--- config.mk ---
export PLATFORM = sky130hd
export DESIGN_NAME = branch_redirect
export DESIGN_NICKNAME = d
export VERILOG_FILES = /design/src/rtl/branch_redirect_pkg.sv /design/src/rtl/branch_target_calc.sv /design/src/rtl/branch_redirect.sv
export SDC_FILE = /design/constraint.sdc
export NUM_CORES = 1
export LEC_CHECK = 0
export BUFFER_PORTS_ARGS = -buffer_cell sky130_fd_sc_hd__buf_2
export CORE_AREA = 3 3 59 61
export DETAILED_ROUTE_END_ITERATION = 10
export DIE_AREA = 0 0 62 64
export PLACE_DENSITY = 0.79
export SYNTH_ARGS = -nofsm -noshare
export SYNTH_HDL_FRONTEND = slang
export SYNTH_SLANG_ARGS = --single-unit
--- constraint.sdc ---
create_clock -name clk -period 2.49 [get_ports clk]
set_clock_uncertainty 0.15 [all_clocks]
set_input_delay 0.249 -clock clk [delete_from_list [all_inputs] [get_ports clk]]
set_output_delay 0.249 -clock clk [all_outputs]
set_load 0.1 [all_outputs]
--- src/rtl/branch_redirect_pkg.sv ---
// branch_redirect_pkg: opcodes, FSM state encoding and branch decode shared by the redirect unit
package branch_redirect_pkg;
  localparam logic [4:0] OP_BEQZ = 5'b01100;
  localparam logic [4:0] OP_BNEZ = 5'b01101;
  localparam logic [4:0] OP_BLTZ = 5'b01110;
  localparam logic [4:0] OP_BGEZ = 5'b01111;
  typedef enum logic [1:0] {
    ST_IDLE     = 2'd0,
    ST_REDIRECT = 2'd1,
    ST_SQUASH   = 2'd2
  } state_t;
  function automatic logic is_branch(input logic [4:0] op);
    return op[4:2] == OP_BEQZ[4:2];
  endfunction
endpackage

--- src/rtl/branch_target_calc.sv ---
// branch_target_calc: sign-extends imm8 and adds it to pc_plus2, wrapping silently
module branch_target_calc #(
  parameter int PC_WIDTH = 16
) (
  input  logic [PC_WIDTH-1:0] pc_plus2,
  input  logic [7:0]          imm8,
  output logic [PC_WIDTH-1:0] target
);
  assign target = pc_plus2 + {{(PC_WIDTH-8){imm8[7]}}, imm8};
endmodule

--- src/rtl/branch_redirect.sv ---
// branch_redirect: registered PC redirect plus multi-cycle IF/ID and ID/EX squash for taken branches.
// Optional BRANCH_REDIRECT_STATS_EN adds saturating br_count/taken_count outputs.
module branch_redirect
  import branch_redirect_pkg::*;
#(
  parameter int FLUSH_CYCLES = 2,
  parameter int PC_WIDTH     = 16
) (
  input  logic                clk,
  input  logic                rst,
  input  logic                valid_in,
  input  logic                stall,
  input  logic [4:0]          opcode,
  input  logic [PC_WIDTH-1:0] pc_plus2,
  input  logic [7:0]          imm8,
  input  logic                taken,
  output logic                redirect,
  output logic [PC_WIDTH-1:0] redirect_pc,
  output logic                flush_if_id,
  output logic                flush_id_ex,
  output logic                busy
`ifdef BRANCH_REDIRECT_STATS_EN
  ,
  output logic [15:0]         br_count,
  output logic [15:0]         taken_count
`endif
);
  localparam int CW = FLUSH_CYCLES > 1 ? $clog2(FLUSH_CYCLES) : 1;
  state_t state_q, state_d;
  logic [CW-1:0] cnt_q, cnt_d;
  logic [PC_WIDTH-1:0] pc_q, pc_d, target;
  logic br_seen, capture;
  branch_target_calc #(.PC_WIDTH(PC_WIDTH)) u_target (
    .pc_plus2(pc_plus2),
    .imm8(imm8),
    .target(target)
  );
  // Anything arriving while busy is wrong-path and must not be captured or counted
  assign br_seen = valid_in & is_branch(opcode) & !stall & (state_q == ST_IDLE);
  assign capture = br_seen & taken;
  always_comb begin
    state_d = state_q;
    cnt_d = cnt_q;
    pc_d = pc_q;
    if (capture) begin
      state_d = ST_REDIRECT;
      cnt_d = CW'(FLUSH_CYCLES - 1);
      pc_d = target;
    end else if (state_q == ST_REDIRECT) begin
      state_d = cnt_q != '0 ? ST_SQUASH : ST_IDLE;
    end else if (state_q == ST_SQUASH && !stall) begin
      cnt_d = cnt_q - CW'(1);
      state_d = cnt_q == CW'(1) ? ST_IDLE : ST_SQUASH;
    end
  end
  always_ff @(posedge clk) begin
    if (rst) begin
      state_q <= ST_IDLE;
      cnt_q <= '0;
      pc_q <= '0;
    end else begin
      state_q <= state_d;
      cnt_q <= cnt_d;
      pc_q <= pc_d;
    end
  end
  assign redirect = state_q == ST_REDIRECT;
  assign redirect_pc = pc_q;
  assign busy = state_q != ST_IDLE;
  assign flush_if_id = busy;
  assign flush_id_ex = busy;
`ifdef BRANCH_REDIRECT_STATS_EN
  logic [15:0] br_count_q, br_count_d, taken_count_q, taken_count_d;
  always_comb begin
    br_count_d = br_seen && br_count_q != 16'hFFFF ? br_count_q + 16'd1 : br_count_q;
    taken_count_d = capture && taken_count_q != 16'hFFFF ? taken_count_q + 16'd1 : taken_count_q;
  end
  always_ff @(posedge clk) begin
    if (rst) begin
      br_count_q <= '0;
      taken_count_q <= '0;
    end else begin
      br_count_q <= br_count_d;
      taken_count_q <= taken_count_d;
    end
  end
  assign br_count = br_count_q;
  assign taken_count = taken_count_q;
`endif
endmodule
==> run metrics <==
clock sinks=19; Mean Syn Cell Area=slightly below 8 um^2; FP Rows=20; Max Cap Viol=0; crit end category=register; Yosys reg bits=19; r2r worst-path depth=5; Final Setup Violations=0; DR WL/cell=12.4 um; Synthesized Nets=242; Main synth FF type=dfxtp_1; WHS Path Cells=3; Clock Pin Slew Worst Setup and Hold Paths=0.10 ns; Root Buffer=clkbuf_4; Cell Area, Synth=roughly 1500 um^2; initial DRC count=a little over 70; Post-synth EDFFs=0; RSZ-0062 raised after global routing=false; Tmin final=around 2.2 ns; Initial Util=0.497; Remaining Overflow, GRT=0; largest net degree at the start of global routing=21; GRT Total Usage=0.189; vias in the first global route=1,410; status=finished clean; Inst Count DP=286; Power Total=718 uW; Area Overhead vs Synth=23.9%; vias per std cell=5.68; number of antenna diodes=0; number of post-CTS setup repair buffers=0; clock buffer depth=2; max_slew headroom=0.665; design area=1860 um^2; Endpoint, Worst Hold=state_q[1]; CTS tree=built; hold_sp=stall; first-pass GRT wire length=6.02 mm; r2r setup slk=around 0.55 ns; Detail Route Antenna Nets=0; Reg-to-Reg Start=state_q[0]; Final HPWL DP=a little under 3 mm; Die W=62 um; WL final=3.60 mm; Core Util, Final=0.616; Seq/Total Area, Yosys=0.253; Hold WC Path Type=primary input to register; # hold bufs at CTS=0; Yosys warnings=0; Num CTS Buffers=3; GP Congestion=0.847; crit-path max FO=4; drt first pass iters=4; die height=64 um; IO buf count=between 50 and 60; Pleak=0.854 nW; share of layout cells above drive strength 1=0.280; Post-DP Area=~1800 um^2; hold slack=0.140 ns; RR Endpoint=redirect_pc[14]; core area=3030 um^2; worst slew pin tran=0.500 ns; Worst-Skew Late Latency=about 0.30 ns; count of cell types in the netlist=44; WP data arrival=2.27 ns; Remaining DRCs=0; PD cells=385 nW/um^2; Fin. Hold Viols=0; fmax=0.453 GHz; post_cts resized=0; antenna violations before repair=0; IO Count=54; Post-Synthesis Cells=192; final net count=297; Worst EP required=2.55 ns; Fillers=291; CTS HTree Levels=1; Slew Viols, Final=0; DR vias=between 1,500 and 2,000; worst vdd ir=168 uV; Async SR Flop Fraction=0; fin crit share=0.886; Die ar.=3970 um^2; Critical Path Start Type=primary input; critical path class=primary input to register; post-route insts no fill=290
-- placed cells by master (no fill, tap or decap), types with 4 or more instances in the layout --
| cell | n |
|---|---|
| nand2_1 | 20 |
| nor2_1 | 9 |
| buf_2 | 51 |
| inv_1 | 5 |
| nor3_1 | 4 |
| o211ai_1 | 4 |
| buf_4 | 11 |
| and3_1 | 8 |
| ha_1 | 15 |
| dfxtp_1 | 19 |
| a21oi_1 | 26 |
| o21ai_0 | 15 |
| nand3_1 | 7 |
| or3_1 | 4 |
-- per-stage QoR --
stage               setup WS [ns]  setup TNS, ns
finish                      0.285              0
detailed placement        -0.0126        -0.0126
global route                0.169              0
floorplan                   0.298              0
CTS                         0.292              0
global placement           0.0725              0
-- where the power goes --
part	internal, mW	switching [mW]	total (mW)
registers	0.307	0.00148	0.308
logic	0.102	0.150	0.252
clock network	0.0623	0.0951	0.157
-- state kept, by name, indices dropped and copies added (netlist names) --
register / cells
redirect_pc: 16
cnt_q: 1
state_q: 2
-- metal layers --
metal  GRT usage  vias to the layer above  wire length [um]  part of all wire
met3     0.00808                        7               233             0.065
met2       0.286                       66              1620              0.45
met5           0                        -                 0                 0
li1            -                      831                 -                 -
met1       0.278                      743              1680              0.47
met4      0.0690                        0                67             0.019
-- how the worst max path moves through the flow --
stage	end	slack (ns)	from
global route	redirect_pc[8]	0.17	pc_plus2[0]
finish	redirect_pc[8]	0.28	pc_plus2[0]
CTS	redirect_pc[8]	0.29	pc_plus2[0]
floorplan	redirect_pc[8]	0.30	pc_plus2[0]
detailed placement	redirect_pc[8]	-0.01	pc_plus2[0]
global placement	redirect_pc[8]	0.07	pc_plus2[0]
-- Yosys cell counts (2+ instances only) --
cell type / number / area [um^2]
a211oi_1: 3 / 22.5
buf_4: 2 / 15.0
nor3_1: 4 / 20.0
o21ai_0: 15 / 75.1
xnor2_1: 3 / 26.3
o211ai_1: 4 / 30.0
nor4b_1: 2 / 17.5
a311o_1: 3 / 30.0
and3_1: 8 / 50.1
dfxtp_1: 19 / 380
a2111oi_0: 2 / 17.5
or3_1: 4 / 25.0
ha_1: 15 / 188
nor2b_1: 2 / 12.5
nand3b_1: 2 / 15.0
nand4_1: 2 / 12.5
clkbuf_1: 8 / 30.0
a31oi_1: 2 / 12.5
and4b_1: 2 / 20.0
nor2_1: 9 / 33.8
nand2_1: 20 / 75.1
xor2_1: 3 / 26.3
a311oi_1: 2 / 17.5
inv_1: 5 / 18.8
nand3_1: 7 / 35.0
a21oi_1: 26 / 130
-- area by class of cell --
type	instances	area (um^2)	share of cell area
timing repair buffer	62	338	0.181
tap	44	55.1	0.0295
clock buffer	4	26.3	0.0141
inverter	5	18.8	0.0101
multi-input combinational	156	1050	0.561
sequential	19	380	0.204
-- worst max-delay path, cell delays in order --
cell and delay (ns):
buf_2 0.10, ha_1 0.23, fa_1 0.41, a21oi_1 0.21, o21ai_1 0.13, a2111oi_2 0.53, o21ai_0 0.16, a311oi_1 0.25
-- logic make-up after synthesis --
kind of cell | share of synthesized area
AO/OA/AOI/OAI | 0.286
XOR/XNOR | 0.0349
adder cells (fa/ha/maj) | 0.138
buffers and inverters | 0.0524
flip-flops | 0.253
AND/OR/NAND/NOR | 0.236
No activity file was read; power rests on OpenSTA's default activity.
